$ cat src/rtl/ir_prefetch_if.sv
// ir_prefetch_if: bundles the fetch-side (MBOX) and IR-side signals of the
// instruction prefetch queue.
//   master : view used by ir_prefetch (drives fetch_req/fetch_vma and the IR head)
//   slave  : view used by the EBOX/MBOX side (drives control, ack, data, load_ir)
// Signals:
//   fetch_en, flush, flush_vma        control from EBOX
//   fetch_req, fetch_vma              request to MBOX
//   fetch_ack, cache_data             MBOX acceptance and returned word
//   load_ir                           IR consumes head entry
//   ir_valid, ir_word, ir_pc          head entry presented to IR
// Optional (IR_PREFETCH_PAR_EN defined): cache_par in, ir_par_err out.
interface ir_prefetch_if #(
   parameter int unsigned VMA_WIDTH = 23
);
   logic                   fetch_en;
   logic                   flush;
   logic [36-VMA_WIDTH:35] flush_vma;
   logic                   fetch_req;
   logic [36-VMA_WIDTH:35] fetch_vma;
   logic                   fetch_ack;
   logic [0:35]            cache_data;
   logic                   load_ir;
   logic                   ir_valid;
   logic [0:35]            ir_word;
   logic [36-VMA_WIDTH:35] ir_pc;
`ifdef IR_PREFETCH_PAR_EN
   logic                   cache_par;
   logic                   ir_par_err;
`endif

   modport master (
      input  fetch_en, flush, flush_vma, fetch_ack, cache_data, load_ir,
`ifdef IR_PREFETCH_PAR_EN
      input  cache_par,
      output ir_par_err,
`endif
      output fetch_req, fetch_vma, ir_valid, ir_word, ir_pc
   );

   modport slave (
      output fetch_en, flush, flush_vma, fetch_ack, cache_data, load_ir,
`ifdef IR_PREFETCH_PAR_EN
      output cache_par,
      input  ir_par_err,
`endif
      input  fetch_req, fetch_vma, ir_valid, ir_word, ir_pc
   );
endinterface

$ cat src/rtl/ir_prefetch.sv
// ir_prefetch: instruction prefetch queue feeding the IR stage. Issues one
// sequential fetch at a time to the MBOX cache, buffers returned 36-bit words
// with their PCs, presents the head to IR; load_ir pops it, flush redirects.
// Ports:
//   clk    EBOX clock
//   reset  synchronous, active-high
//   bus    ir_prefetch_if.master (fetch handshake, IR head, control)
//   count  occupied entries
// Option macro IR_PREFETCH_PAR_EN: stores odd parity per entry and reports
// ir_par_err for a bad head entry.
module ir_prefetch #(
   parameter int unsigned DEPTH     = 4,
   parameter int unsigned VMA_WIDTH = 23
) (
   input  logic                       clk,
   input  logic                       reset,
   ir_prefetch_if.master              bus,
   output logic [$clog2(DEPTH+1)-1:0] count
);
   localparam int unsigned CntW  = $clog2(DEPTH + 1);
   localparam int unsigned PtrW  = $clog2(DEPTH);
   localparam int unsigned VmaLo = 36 - VMA_WIDTH;

   typedef logic [VmaLo:35] vma_t;
   typedef enum logic [1:0] {StIdle, StReq, StDiscard} state_t;

   state_t          state_q, state_d;
   vma_t            next_vma_q, next_vma_d;
   vma_t            fetch_vma_q, fetch_vma_d;
   logic [PtrW-1:0] head_q, head_d, tail_q, tail_d;
   logic [CntW-1:0] count_q, count_d;
   logic [0:35]     word_q [DEPTH];
   vma_t            pc_q   [DEPTH];
`ifdef IR_PREFETCH_PAR_EN
   logic [DEPTH-1:0] par_q;
`endif
   logic            push, pop;

   always_comb begin
      state_d     = state_q;
      next_vma_d  = next_vma_q;
      fetch_vma_d = fetch_vma_q;
      push        = 1'b0;
      pop         = bus.load_ir && (count_q != '0);

      case (state_q)
         StIdle: begin
            // Requesting only with a free slot reserves it for the returning word.
            if (bus.fetch_en && (count_q < CntW'(DEPTH))) begin
               state_d     = StReq;
               fetch_vma_d = next_vma_q;
            end
         end
         StReq: begin
            if (bus.fetch_ack) begin
               push              = 1'b1;
               // Only the in-section part advances; section bits are preserved.
               next_vma_d[18:35] = next_vma_q[18:35] + 18'd1;
               state_d           = StIdle;
            end
         end
         StDiscard: begin
            if (bus.fetch_ack) state_d = StIdle;
         end
         default: state_d = StIdle;
      endcase

      if (bus.flush) begin
         // Flush wins over ack and pop; an in-flight request must still complete.
         push        = 1'b0;
         pop         = 1'b0;
         next_vma_d  = bus.flush_vma;
         fetch_vma_d = fetch_vma_q;
         state_d     = (state_q == StIdle || bus.fetch_ack) ? StIdle : StDiscard;
         count_d     = '0;
         head_d      = '0;
         tail_d      = '0;
      end else begin
         count_d = count_q + CntW'(push) - CntW'(pop);
         head_d  = head_q + PtrW'(pop);
         tail_d  = tail_q + PtrW'(push);
      end
   end

   always_ff @(posedge clk) begin
      if (reset) begin
         state_q     <= StIdle;
         next_vma_q  <= '0;
         fetch_vma_q <= '0;
         head_q      <= '0;
         tail_q      <= '0;
         count_q     <= '0;
         for (int i = 0; i < int'(DEPTH); i++) begin
            word_q[i] <= '0;
            pc_q[i]   <= '0;
         end
`ifdef IR_PREFETCH_PAR_EN
         par_q <= '0;
`endif
      end else begin
         state_q     <= state_d;
         next_vma_q  <= next_vma_d;
         fetch_vma_q <= fetch_vma_d;
         head_q      <= head_d;
         tail_q      <= tail_d;
         count_q     <= count_d;
         if (push) begin
            word_q[tail_q] <= bus.cache_data;
            pc_q[tail_q]   <= fetch_vma_q;
`ifdef IR_PREFETCH_PAR_EN
            par_q[tail_q]  <= bus.cache_par;
`endif
         end
      end
   end

   // Reset removes the request in the same cycle rather than at the next edge.
   assign bus.fetch_req = (state_q != StIdle) && !reset;
   assign bus.fetch_vma = fetch_vma_q;
   assign bus.ir_valid  = (count_q != '0);
   assign bus.ir_word   = word_q[head_q];
   assign bus.ir_pc     = pc_q[head_q];
   assign count         = count_q;
`ifdef IR_PREFETCH_PAR_EN
   // Odd parity: data plus parity bit must hold an odd number of ones.
   assign bus.ir_par_err = bus.ir_valid && !(^{word_q[head_q], par_q[head_q]});
`endif
endmodule
$ cat src/flat_wrapper.sv
// flat-port wrapper written by rule: the top's interface ports become plain ports
module ir_prefetch_flat 
#(
   parameter int unsigned DEPTH     = 4,
   parameter int unsigned VMA_WIDTH = 23
)
  (clk, reset, count, bus_fetch_en, bus_flush, bus_flush_vma, bus_fetch_ack, bus_cache_data, bus_load_ir, bus_fetch_req, bus_fetch_vma, bus_ir_valid, bus_ir_word, bus_ir_pc);
  ir_prefetch_if #(.VMA_WIDTH(VMA_WIDTH)) bus_i ();
  input  logic clk;
  input  logic reset;
  output logic [$clog2(DEPTH+1)-1:0] count;
  input wire logic [$bits(bus_i.fetch_en)-1:0] bus_fetch_en;
  input wire logic [$bits(bus_i.flush)-1:0] bus_flush;
  input wire logic [$bits(bus_i.flush_vma)-1:0] bus_flush_vma;
  input wire logic [$bits(bus_i.fetch_ack)-1:0] bus_fetch_ack;
  input wire logic [$bits(bus_i.cache_data)-1:0] bus_cache_data;
  input wire logic [$bits(bus_i.load_ir)-1:0] bus_load_ir;
  output wire logic [$bits(bus_i.fetch_req)-1:0] bus_fetch_req;
  output wire logic [$bits(bus_i.fetch_vma)-1:0] bus_fetch_vma;
  output wire logic [$bits(bus_i.ir_valid)-1:0] bus_ir_valid;
  output wire logic [$bits(bus_i.ir_word)-1:0] bus_ir_word;
  output wire logic [$bits(bus_i.ir_pc)-1:0] bus_ir_pc;
  assign bus_i.fetch_en = bus_fetch_en;
  assign bus_i.flush = bus_flush;
  assign bus_i.flush_vma = bus_flush_vma;
  assign bus_i.fetch_ack = bus_fetch_ack;
  assign bus_i.cache_data = bus_cache_data;
  assign bus_i.load_ir = bus_load_ir;
  assign bus_fetch_req = bus_i.fetch_req;
  assign bus_fetch_vma = bus_i.fetch_vma;
  assign bus_ir_valid = bus_i.ir_valid;
  assign bus_ir_word = bus_i.ir_word;
  assign bus_ir_pc = bus_i.ir_pc;
  ir_prefetch #(.DEPTH(DEPTH), .VMA_WIDTH(VMA_WIDTH)) u_core (.clk(clk), .reset(reset), .bus(bus_i), .count(count));
endmodule
$ cat config.mk
export PLATFORM = sky130hd
export DESIGN_NAME = ir_prefetch_flat
export DESIGN_NICKNAME = d
export VERILOG_FILES = /design/src/rtl/ir_prefetch_if.sv /design/src/rtl/ir_prefetch.sv /design/src/flat_wrapper.sv
export SDC_FILE = /design/constraint.sdc
export NUM_CORES = 1
export LEC_CHECK = 0
export BUFFER_PORTS_ARGS = -buffer_cell sky130_fd_sc_hd__buf_2
export CORE_MARGIN = 5
export CORE_UTILIZATION = 63
export DETAILED_ROUTE_END_ITERATION = 8
export PLACE_DENSITY = 0.95
export SKIP_CTS_REPAIR_TIMING = 1
export SYNTH_ARGS = -nofsm -noshare
export SYNTH_HDL_FRONTEND = slang
export SYNTH_SLANG_ARGS = --single-unit
$ cat constraint.sdc
create_clock -name clk -period 6.22 [get_ports clk]
set_clock_uncertainty 0.05 [all_clocks]
set_input_delay 0.311 -clock clk [delete_from_list [all_inputs] [get_ports clk]]
set_output_delay 0.311 -clock clk [all_outputs]
set_load 0.05 [all_outputs]
# --- Yosys cells after proc, flatten, opt, wreduce, memory -nomap -nowiden ---
# Memories as Yosys holds them, arrays and structs flattened. A register that Yosys moved wholly into a read port is not among the register bits.
# Index checks and enable logic that the tools add are counted.
# W data, S select, Z words.
totals:
  regBits: 55
  ramBits: 236
  inputBits: 65
  out_inout_bits: 87
  n_memories: 2
classes:
  add_sub_neg: 5
  magnitude_cmp: 1
  eq_ne: 4
  n_mux: 24
  bitwise: 1
  n_reduce_logical: 17
mem_list:
  columns: ["memory", "depth", "width", "read_ports", "rd_ports_with_merged_regs", "write_ports", "line", "rtl"]
  rows:
  - ["u_core.word_q", 4, 36, 1, 1, 4, "ir_prefetch.sv:32", "logic [0:35] word_q [DEPTH];"]
  - ["u_core.pc_q", 4, 23, 1, 1, 4, "ir_prefetch.sv:33", "vma_t pc_q [DEPTH];"]
op_table:
  columns: ["operator", "n"]
  rows:
  - ["$mux W18", 3]
  - ["$mux W36", 1]
  - ["$reduce_or A36 Y1", 1]
  - ["$mux W23", 1]
  - ["$reduce_or A23 Y1", 1]
  - ["$add A18 B1 Y18 const B", 1]
  - ["$mux W2", 8]
  - ["$mux W1", 10]
  - ["$reduce_bool A2 Y1", 3]
  - ["$add A2 B1 Y2", 2]
  - ["$pmux W2 S2", 1]
  - ["$reduce_and A2 Y1", 2]
  - ["$reduce_or A2 Y1", 2]
  - ["$add A3 B1 Y3", 1]
  - ["$logic_and A1 B1 Y1", 3]
  - ["$lt A3 B3 Y1 const B", 1]
  - ["$ne A3 B1 Y1 const B", 1]
  - ["$ne A3 B2 Y1 const B", 1]
  - ["$reduce_and A3 Y1", 1]
  - ["$reduce_bool A3 Y1", 1]
  - ["$sub A3 B1 Y3", 1]
  - ["$eq A2 B1 Y1 const B", 1]
  - ["$eq A2 B2 Y1 const B", 1]
  - ["$logic_not A2 Y1", 1]
  - ["3 further kinds", 3]

# --- Depth between registers and ports, before layout ---
# Gate-level depths: netlist of run 1.
logic_depth:
  depth_word: 8
  mapped_depth: 10
  ltp_nobuf: 9

# --- Least setup slack after synthesis of run 1 ---
# Ideal clock, no wire load.
synth_path:
  path_kind: "register to register"
  startpoint: "register u_core.state_q[1]"
  endpoint: "memory u_core.pc_q[3][0] (netlist bit), enable pin"
  setup_ps: 420
  arrival_time_ps: 2421
  required_ps: 5750
  slack_ps: 3329
  path_stages_with_launch: 7
  n_path_buf: 1
  path_cell_list: "dfxtp_1 -> inv_1 -> ha_1 -> nand2_1 -> clkbuf_1 -> inv_1 -> a41o_1"
synth_lines:
  columns: ["item", "line", "rtl"]
  rows:
  - ["start: declaration", "ir_prefetch.sv:27", "state_t state_q, state_d;"]
  - ["start signal: assignment", "ir_prefetch.sv:87", "state_q <= StIdle;"]
  - ["start signal: assignment", "ir_prefetch.sv:101", "state_q <= state_d;"]
  - ["end: declaration", "ir_prefetch.sv:33", null]

==> results of run 1 <==
[worst max-delay path, cell delays in order, from the launching register on]
cell and delay (ps):
dfxtp_4 500, buf_4 790, mux4_2 630, buf_2 230
[path summary, 6_finish.rpt]
check | cells after the start | slack [ps] | start | endpoint
setup / recovery | 3 | 3100 | u_core.head_q[0] | bus_ir_pc[3]
hold / removal | 3 | -9 | bus_flush_vma[2] | u_core.next_vma_q[2]
setup reg to reg | 6 | 3320 | u_core.state_q[1] | u_core.word_q[0][25]
hold reg to reg | 2 | 400 | u_core.next_vma_q[19] | u_core.bus.fetch_vma[16]
[stage by stage]
stage                     std cells  instance area [µm²]
final                          1291                14390
after global routing           1291                14390
after CTS                      1287                14350
after detailed placement       1238                13480
after floorplan                 872                12530
after global placement         1238                13480
[synthesized netlist by cell type, types with 4 or more instances]
master | instances | area, µm²
a21oi_1 | 26 | 130.1
ha_1 | 7 | 87.58
nor2_1 | 28 | 105.1
inv_1 | 10 | 37.54
clkbuf_1 | 48 | 180.2
nor4_1 | 6 | 37.54
edfxtp_1 | 236 | 7087
nand2_1 | 59 | 221.5
and2_1 | 242 | 1514
mux2i_1 | 5 | 50.05
nand3_1 | 8 | 40.04
xnor2_1 | 11 | 96.34
dfxtp_1 | 55 | 1101
nor3_1 | 8 | 40.04
mux4_2 | 59 | 1329
buf_2 | 7 | 35.03
a211oi_1 | 8 | 60.06
nand4_1 | 6 | 37.54
or2_2 | 4 | 25.02
[per-layer routing]
metal  vias up  track usage [%]
met4         0            6.890
met3        46            3.471
met1      3692            32.81
met5         -                0
li1       3420                -
met2       333            39.21
[power breakdown]
part           internal (W)  switching, W  total (W)
clock              0.000915      0.000684    0.00160
combinational     0.0000814      0.000195   0.000276
sequential          0.00217     0.0000379    0.00221
total               0.00316      0.000916    0.00408
[logic make-up after synthesis]
group           count (synthesis)  share of synthesized area [%]
mux                            64                          11.00
xor+xnor                       14                         0.9785
fa+ha+maj                       8                         0.8586
simple gates                  377                          17.18
compound gates                 51                          2.566
buf+inv                        67                          2.077
flops                         291                          65.34
[flip-flops by register name, summed over array words and instances (netlist names)]
signal	flops
u_core.word_q	144
u_core.pc_q	92
u_core.bus.fetch_vma	23
u_core.next_vma_q	23
u_core.count	3
u_core.head_q	2
u_core.state_q	2
u_core.tail_q	2
[area by class of cell]
class,count,area (µm²)
Clock inverter,11,82.58
Multi-Input combinational cell,514,4115
Tap cell,265,331.6
Fill cell,1192,5140
Sequential cell,291,8195
Inverter,11,41.29
Timing Repair Buffer,161,840.8
Clock buffer,38,779.5
==> run summary, run 1 <==
highest-count cells in the layout ignoring fill and taps = and2_1 (242), edfxtp_1 (236), buf_2 (151)
worst min path class = primary input to register
met1 wire length = 10280 µm
master cell of the clock root buffer = clkbuf_16
total wire length after detailed routing = 26450 µm
required time of the worst setup path = 5860 ps
type of element capturing the critical path = output port
number of max-cap violations = 0
start-to-end type of the worst setup path = register to output port
Post-synth top flop = edfxtp_1
shortest period the worst path allows = 3124 ps
Vias = 7491
post-route core utilization = 73.68%
area enclosed by the die boundary = 22810 µm²
initial antenna violation count = 0
unrepaired setup endpoints after global routing = no
Mapped Cells = 872
floorplan row count = 51
highest ir drop seen on vdd = 0.2167 mV
Post-synth EDFFs = 236
# port buffers = 151
layout overhead on the synthesized area = 14.80%
CTS Buf Count = 28
CTS tree = built
final hold slack = -8.793 ps
via density per instance = 5.802
Starting Density = 64.18%
flops & latches, synth = 291
vertical die dimension = 151.0 µm
power per standard cell area = 283.7 nW/µm²
DRC Markers = 0
normalized max-slew margin = 33.75%
Detailed Routing Iterations Pass 1 = 5
Yosys warning total = 0
post-synthesis cell type count = 43
overall power of the completed layout = 0.004081 W
Final Wtd Congestion = 0.8274
setup violation total in the final timing report = 0
sum of negative setup slack = 0 ps
nets in the synthesized netlist = 945
placement-stage worst setup slack = 2987 ps
H-tree Lvls = 1
Worst-Skew Late Latency = 530 ps
DRT iter0 DRCs = 709
routed length per placed instance = 20.49 µm
clock-pin slew of the registers on the worst-case setup and hold paths = 60 ps
remaining global-route overflow = 0
Final Max Slew Viols = 0
pin count of the biggest net entering global routing = 63
number of nets with antenna violations after detailed routing = 0
proportion of layout cells with a drive suffix above 1 = 26.32%
outcome = finished with violations
layout net count = 1080
topmost layer with routed signal wires = met4
netlist area before placement = 12530 µm²
smallest setup slack after layout = 3096 ps
Arr. time, crit path = 2760 ps
final hold vios = 5
maximum net fanout on the critical path = 48
wire length of the first global-routing pass = 41150 µm
number of placed I/O pins = 152
WL met3 = 2022 µm
number of global-route vias before repair = 7527
f_max = 320.1 MHz
Core ar. = 19530 µm²
Die Wd = 151.0 µm
share of the clock period used by the worst path after layout = 50.23%
sequential-to-total area share from yosys stat = 65.34%
cell leakage power = 5.468 nW
violations in the final reports = hold timing
Detail Placement HPWL = 15350 µm
overall fraction of global-route tracks in use = 23.53%
async set or reset register ratio after synthesis = 0%
met2 wire length = 13480 µm
average footprint of a synthesized cell = 14.37 µm²
most common cell after layout, fill and taps aside = and2_1
Max clock buf depth = 3
Worst-Margin Slew = 993.7 ps
category of the worst setup path launch point = register
ant diodes = 0
number of clock sinks seen by CTS = 291
Power figures use the tool's default switching activity.
==> run 2, diff against run 1 <==
Settings changed: ABC_AREA set to 1, CORE_UTILIZATION 63 to 58, PLACE_DENSITY 0.95 to 0.91.
Clock period 6.22 ns to 3.1 ns, I/O delays scaled along.
==> run 2 against run 1 <==
The run still ends with hold timing left. Core utilization is 4.3 points lower. Design area grew 4.3%. Synthesized cell count up 44%. Clock power rose by 100%. Cell count up 35%. Sequential cell count unchanged. Register-to-register slack worse by 2500 ps. Sequential power up 100%. Critical path type unchanged. Largest power group unchanged.
==> run summary, run 2 <==
outcome = finished with violations (unchanged)
violations in the final reports = hold timing (unchanged)
Worst-Skew Late Latency = 530 ps (about the same)
Max clock buf depth = 3 (unchanged)
mux contribution to synthesized area = 0% (was 11.00%)
remaining global-route overflow = 0 (unchanged)
register ranked first by flip-flop count = u_core.word_q (unchanged)
vertical die dimension = 157.4 µm (was 151.0 µm)
CTS Buf Count = 29 (was 28)
initial antenna violation count = 1 (was 0)
layout net count = 1516 (was 1080)
met2 usage = 42.56% (was 39.21%)
worst flop-to-flop path startpoint = u_core.state_q[0] (was u_core.state_q[1])
largest area contributor in the netlist = edfxtp_1 (unchanged)
Core ar. = 21620 µm² (was 19530 µm²)
worst reg-to-reg setup slack = 840 ps (was 3320 ps)
shortest period the worst path allows = 2708 ps
async set or reset register ratio after synthesis = 0% (unchanged)
number of placed I/O pins = 152 (unchanged)
Critical path origin = u_core.head_q[0] (unchanged)
smallest setup slack after layout = 392.4 ps (was 3096 ps)
area share of xor/xnor cells in the synthesized design = 0.4172% (was 0.9784%)
flops & latches, synth = 291 (unchanged)
category of the worst setup path launch point = register (unchanged)
combinational family with the most area after synthesis = simple AND/OR/NAND/NOR gates (unchanged)
f_max = 369.3 MHz
Yosys warning total = 0 (unchanged)
Die Wd = 157.4 µm (was 151.0 µm)
worst min path class = primary input to register (unchanged)
sequential-to-total area share from yosys stat = 65.00% (was 65.34%)
CTS tree = built (unchanged)
Top Registers = u_core.word_q: 144 flops, u_core.pc_q: 92 flops (unchanged)
met3 usage in global routing = 4.234% (was 3.471%)
unrepaired setup endpoints after global routing = no (unchanged)
number of global-route vias before repair = 9564 (was 7527)
wire length of the first global-routing pass = 48520 µm (was 41150 µm)
routed length per placed instance = 18.47 µm (was 20.49 µm)
final hold slack = -62.18 ps (was -8.793 ps)
DRC Markers = 0 (unchanged)
netlist area before placement = 12600 µm² (was 12530 µm²)
CP delay by family, top = buffers and inverters (unchanged)
share of the clock period used by the worst path after layout = 87.34%
met1 track demand over resource = 32.12% (was 32.81%)
cell leakage power = 6.074 nW (was 5.468 nW)
number of buffers and inverters on the critical path = 2 (unchanged)
number of max-cap violations = 0 (unchanged)
pin count of the biggest net entering global routing = 119 (was 63)
overall power of the completed layout = 0.008504 W (was 0.004081 W)
final hold vios = 4 (was 5)
clock-pin slew of the registers on the worst-case setup and hold paths = 60 ps (about the same)
type of element capturing the critical path = output port (unchanged)
Detailed Routing Iterations Pass 1 = 5 (unchanged)
Post-synth top flop = edfxtp_1 (unchanged)
highest-count cells in the layout ignoring fill and taps = nor2_1 (375), edfxtp_1 (236), o21ai_0 (164) (was and2_1 (242), edfxtp_1 (236), buf_2 (151))
Worst Min Path Start = bus_flush_vma[15] (was bus_flush_vma[2])
start-to-end type of the worst setup path = register to output port (unchanged)
post-synthesis cell type count = 34 (was 43)
area fraction in compound gates after synthesis = 11.47% (was 2.566%)
Slowest cell on crit path = dfxtp_4 (was buf_4)
Final Non-Filler Cells = 1746 (was 1291)
Starting Density = 58.26% (was 64.18%)
overall fraction of global-route tracks in use = 24.58% (was 23.53%)
DRT iter0 DRCs = 972 (was 709)
Final Max Slew Viols = 0 (unchanged)
# port buffers = 151 (unchanged)
required time of the worst setup path = 2890 ps (was 5860 ps)
highest ir drop seen on vdd = 0.3988 mV (was 0.2167 mV)
number of clock sinks seen by CTS = 291 (unchanged)
nets in the synthesized netlist = 1332 (was 945)
max FFs per register = 144 (unchanged)
power per standard cell area = 567.0 nW/µm² (was 283.7 nW/µm²)
setup violation total in the final timing report = 0 (unchanged)
total wire length after detailed routing = 32240 µm (was 26450 µm)
leading post-synthesis cells by instance count = nor2_1 (375), edfxtp_1 (236), o21ai_0 (164) (was and2_1 (242), edfxtp_1 (236), mux4_2 (59), nand2_1 (59), dfxtp_1 (55))
placement-stage worst setup slack = 852.8 ps (was 2987 ps)
Worst-Margin Slew = 889.3 ps (was 993.7 ps)
via density per instance = 5.739 (was 5.802)
number of nets with antenna violations after detailed routing = 0 (unchanged)
Final Wtd Congestion = 0.8758 (was 0.8274)
average footprint of a synthesized cell = 10.01 µm² (was 14.37 µm²)
H-tree Lvls = 1 (unchanged)
most common cell after layout, fill and taps aside = nor2_1 (was and2_1)
cell with the most instances after synthesis = nor2_1 (was and2_1)
master cell of the clock root buffer = clkbuf_16 (unchanged)
Post-synth EDFFs = 236 (unchanged)
Arr. time, crit path = 2500 ps (was 2760 ps)
proportion of layout cells with a drive suffix above 1 = 15.90% (was 26.32%)
Most Crowded Layer GR = met2 (unchanged)
adder-cell area share of the yosys netlist = 0.8542% (was 0.8586%)
Vias = 10020 (was 7491)
sum of negative setup slack = 0 ps (unchanged)
Max stage delay on crit path = 680 ps (was 790 ps)
biggest area contributors in the synthesized netlist = edfxtp_1 (56%), nor2_1 (11%), dfxtp_1 (8.7%) (was edfxtp_1 (57%), and2_1 (12%), mux4_2 (11%))
CP Cell Sequence = buf_4 > o21ai_0 > o22ai_1 > buf_2 (was buf_4 > mux4_2 > buf_2)
area enclosed by the die boundary = 24770 µm² (was 22810 µm²)
Mapped Cells = 1259 (was 872)
floorplan row count = 54 (was 51)
layout filler cell count = 1494 (was 1192)
layout overhead on the synthesized area = 19.06% (was 14.80%)
maximum net fanout on the critical path = 46 (was 48)
number of cells after detailed placement = 1635 (was 1238)
Synth Area in Simple Gates = 15.91% (was 17.18%)
Detail Placement HPWL = 18710 µm (was 15350 µm)
share of the synthesized area in the top cell type = 56.26% (was 56.55%)
normalized max-slew margin = 40.57% (was 33.75%)
run 2: cell count changes in the layout (fill, tap and decap cells not counted), sizes merged, moves of 9 or more:
cell / previous run / this run
nor2: 28 / 378
and2: 242 / 0
o21ai: 3 / 166
inv: 11 / 102
mux4: 59 / 0
o22ai: 0 / 59
dlygate4sd3: 4 / 57
nand2: 59 / 82
buf: 157 / 172
nor3: 8 / 22
a21oi: 26 / 36
clkbuf: 38 / 47
run 2: area by class of cell:
class | count | area [µm²] | share of cell area (%)
multi-input cells | 788 | 3632 | 24.22
clock inverters | 6 | 28.78 | 0.1919
well taps | 280 | 350.3 | 2.336
diodes | 1 | 2.502 | 0.01668
repair buffers | 229 | 1546 | 10.31
inverters | 104 | 391.6 | 2.611
clock buffers | 47 | 853.3 | 5.690
flip-flops and latches | 291 | 8193 | 54.63
run 2: worst register-to-register path, stage by stage, from the launching register on:
cell     delay (ps)
dfxtp_1         360
ha_1            160
nand2_1         100
inv_2           110
nand2_4          80
inv_2            90
nand3_2         400
nand2_4         200
buf_12          310
run 2: layer usage:
layer	vias to the layer above	wire [µm]
li1	4636	-
met1	4677	11910
met2	630	16360
met3	78	3162
met4	0	809
met5	-	0
run 2: where the power goes:
group | internal [W] | total [W] | switching [W]
clock network | 0.00187 | 0.00327 | 0.00140
registers | 0.00437 | 0.00444 | 0.0000736
logic | 0.000215 | 0.000798 | 0.000583
total | 0.00645 | 0.00850 | 0.00206
run 2: metrics by stage:
stage | utilization (%) | cell area (µm²)
finish | 69.37 | 15000
global route | 69.37 | 15000
CTS | 66.72 | 14430
detailed placement | 62.64 | 13540
global placement | 62.64 | 13540
floorplan | - | 12600
run 2: cell families (layout without fill, tap and decap cells):
logic type      count (synthesis)  after routing
compound gates                271            271
xor+xnor                        6              6
fa+ha+maj                       8              8
buf+inv                       180            386
flops                         291            291
other cells                     0              1
simple gates                  503            503
run 2: worst paths after layout:
check                                        endpoint  cells past startpoint
worst max register to register     u_core.pc_q[1][21]                      8
worst min-delay path            u_core.next_vma_q[15]                      5
worst min register to register      u_core.state_q[1]                      2
worst max-delay path                    bus_ir_pc[15]                      4
==> run 3, diff against run 2 <==
Settings changed: REMOVE_ABC_BUFFERS set to 1.
==> run 3 against run 2 <==
The flow still finishes with violations (hold timing). Clock-buffer cell count fell by 6. Sequential cell count unchanged. Design area fell by 0.12%. Non-clock buffer count down 3. Combinational power increased by 0.8%. Clock power is 4% higher. Fmax is 6.0% lower. Sequential share of layout area rose by 0.064 points. Via count increased by 1.6%. Die area unchanged. First-iteration DRC count up 38%. Core utilization down 0.081 points.
==> run summary, run 3 (synthesis gave the netlist of run 2 again) <==
worst flop-to-flop path startpoint = u_core.state_q[1] (was u_core.state_q[0])
Detailed Routing Iterations Pass 1 = 6 (was 5)
share of the clock period used by the worst path after layout = 92.93% (was 87.34%)
Max stage delay on crit path = 850 ps (was 680 ps)
Die Wd = 157.4 µm (unchanged)
number of global-route vias before repair = 9932 (was 9564)
# port buffers = 151 (unchanged)
start-to-end type of the worst setup path = register to output port (unchanged)
Worst Min Path Start = bus_flush_vma[13] (was bus_flush_vma[15])
power per standard cell area = 576.2 nW/µm² (was 567.0 nW/µm²)
shortest period the worst path allows = 2881 ps (was 2708 ps)
Starting Density = 58.26% (unchanged)
final hold slack = -22.39 ps (was -62.18 ps)
vertical die dimension = 157.4 µm (unchanged)
clock-pin slew of the registers on the worst-case setup and hold paths = 60 ps (about the same)
outcome = finished with violations (unchanged)
Final Max Slew Viols = 0 (unchanged)
Detail Placement HPWL = 19240 µm (was 18710 µm)
H-tree Lvls = 1 (unchanged)
Worst-Skew Late Latency = 530 ps (about the same)
number of placed I/O pins = 152 (unchanged)
total wire length after detailed routing = 33650 µm (was 32240 µm)
Vias = 10180 (was 10020)
Core ar. = 21620 µm² (unchanged)
CTS tree = built (unchanged)
final hold vios = 3 (was 4)
initial antenna violation count = 0 (was 1)
unrepaired setup endpoints after global routing = no (unchanged)
maximum net fanout on the critical path = 119 (was 46)
CTS Buf Count = 29 (unchanged)
worst min path class = primary input to register (unchanged)
pin count of the biggest net entering global routing = 120 (was 119)
number of nets with antenna violations after detailed routing = 0 (unchanged)
violations in the final reports = hold timing (unchanged)
highest ir drop seen on vdd = 0.4743 mV (was 0.3988 mV)
DRT iter0 DRCs = 1346 (was 972)
number of max-cap violations = 0 (unchanged)
ant diodes = 0 (was 1)
register ranked first by flip-flop count = u_core.word_q (unchanged)
area enclosed by the die boundary = 24770 µm² (unchanged)
master cell of the clock root buffer = clkbuf_16 (unchanged)
routed length per placed instance = 19.32 µm (was 18.47 µm)
Top Registers = u_core.word_q: 144 flops, u_core.pc_q: 92 flops (unchanged)
highest-count cells in the layout ignoring fill and taps = nor2_1 (375), edfxtp_1 (236), o21ai_0 (164) (unchanged)
overall fraction of global-route tracks in use = 25.68% (was 24.58%)
f_max = 347.1 MHz (was 369.3 MHz)
Final Wtd Congestion = 0.8705 (was 0.8758)
Critical path origin = u_core.head_q[0] (unchanged)
layout filler cell count = 1506 (was 1494)
Arr. time, crit path = 2680 ps (was 2500 ps)
wire length of the first global-routing pass = 50640 µm (was 48520 µm)
normalized max-slew margin = 20.71% (was 40.57%)
most common cell after layout, fill and taps aside = nor2_1 (unchanged)
Max clock buf depth = 3 (unchanged)
Slowest cell on crit path = buf_4 (was dfxtp_4)
setup violation total in the final timing report = 0 (unchanged)
required time of the worst setup path = 2890 ps (about the same)
layout overhead on the synthesized area = 18.92% (was 19.06%)
floorplan row count = 54 (unchanged)
max FFs per register = 144 (unchanged)
type of element capturing the critical path = output port (unchanged)
layout net count = 1513 (was 1516)
CP Cell Sequence = buf_4 > o21ai_0 > o22ai_1 > buf_2 (unchanged)
via density per instance = 5.844 (was 5.739)
category of the worst setup path launch point = register (unchanged)
Worst-Margin Slew = 1189 ps (was 889.3 ps)
post-route core utilization = 69.29% (was 69.37%)
remaining global-route overflow = 0 (unchanged)
DRC Markers = 0 (unchanged)
number of clock sinks seen by CTS = 291 (unchanged)
cell leakage power = 6.069 nW (was 6.074 nW)
proportion of layout cells with a drive suffix above 1 = 16.07% (was 15.90%)
[run 3: changes by cell type in the layout (fill, tap and decap cells not counted)]
cell           previous run  this run
buf_12                    5         4
buf_4                    16        19
bufinv_16                 0         2
clkbuf_1                 12         8
clkbuf_8                  6         4
clkinv_1                  2         6
clkinv_2                  6         5
clkinvlp_2                0         1
diode_2                   1         0
dlygate4sd3_1            57        52
[run 3: final timing paths]
kind | slack (ps) | depth (start not counted) | end
worst min register to register | 420 | 2 | u_core.state_q[1]
worst max-delay path | 220 | 4 | bus_ir_pc[17]
worst min-delay path | -20 | 5 | u_core.next_vma_q[13]
worst max register to register | 820 | 9 | u_core.pc_q[2][16]
[run 3: worst max-delay path, delay by kind of cell (launching register included)]
family | cells | cell delay [ps]
buf+inv | 2 | 1170
compound gates | 2 | 530
flops | 1 | 350
[run 3: final cells by class]
class,instances,area [µm²],area share (%)
Sequential cell,291,8193,54.69
Multi-Input combinational cell,788,3632,24.25
Timing Repair Buffer,226,1499,10.01
Clock buffer,41,810.8,5.412
Inverter,104,391.6,2.614
Tap cell,280,350.3,2.339
Clock inverter,12,103.9,0.6932
[run 3: layer usage]
metal  track usage, %  wire length (µm)  share of wire [%]
met1            33.95             12370                 37
met2            43.62             16750                 50
met3            4.014              3425                 10
met5                0                 0                  0
met4            8.890              1113                3.3
[run 3: where the power goes]
| part | total, W | leakage [nW] | switching [W] | internal (W) |
|---|---|---|---|---|
| clock | 0.00339 | 0.447 | 0.00142 | 0.00197 |
| combinational | 0.000804 | 2.73 | 0.000593 | 0.000211 |
| sequential | 0.00444 | 2.89 | 0.0000707 | 0.00437 |
| total | 0.00863 | 6.07 | 0.00208 | 0.00655 |
[run 3: metrics by stage]
step                total power [W]  setup WS, ps  area (µm²)  setup TNS (ps)  instances
floorplan                  0.004989        -963.1       12190         -118400       1183
global placement           0.005237         898.6       13550               0       1637
detailed placement         0.005259         801.9       13550               0       1637
CTS                        0.008586         239.6       14460               0       1690
global route               0.008928         37.21       14980               0       1742
finish                     0.008632         219.1       14980               0       1742
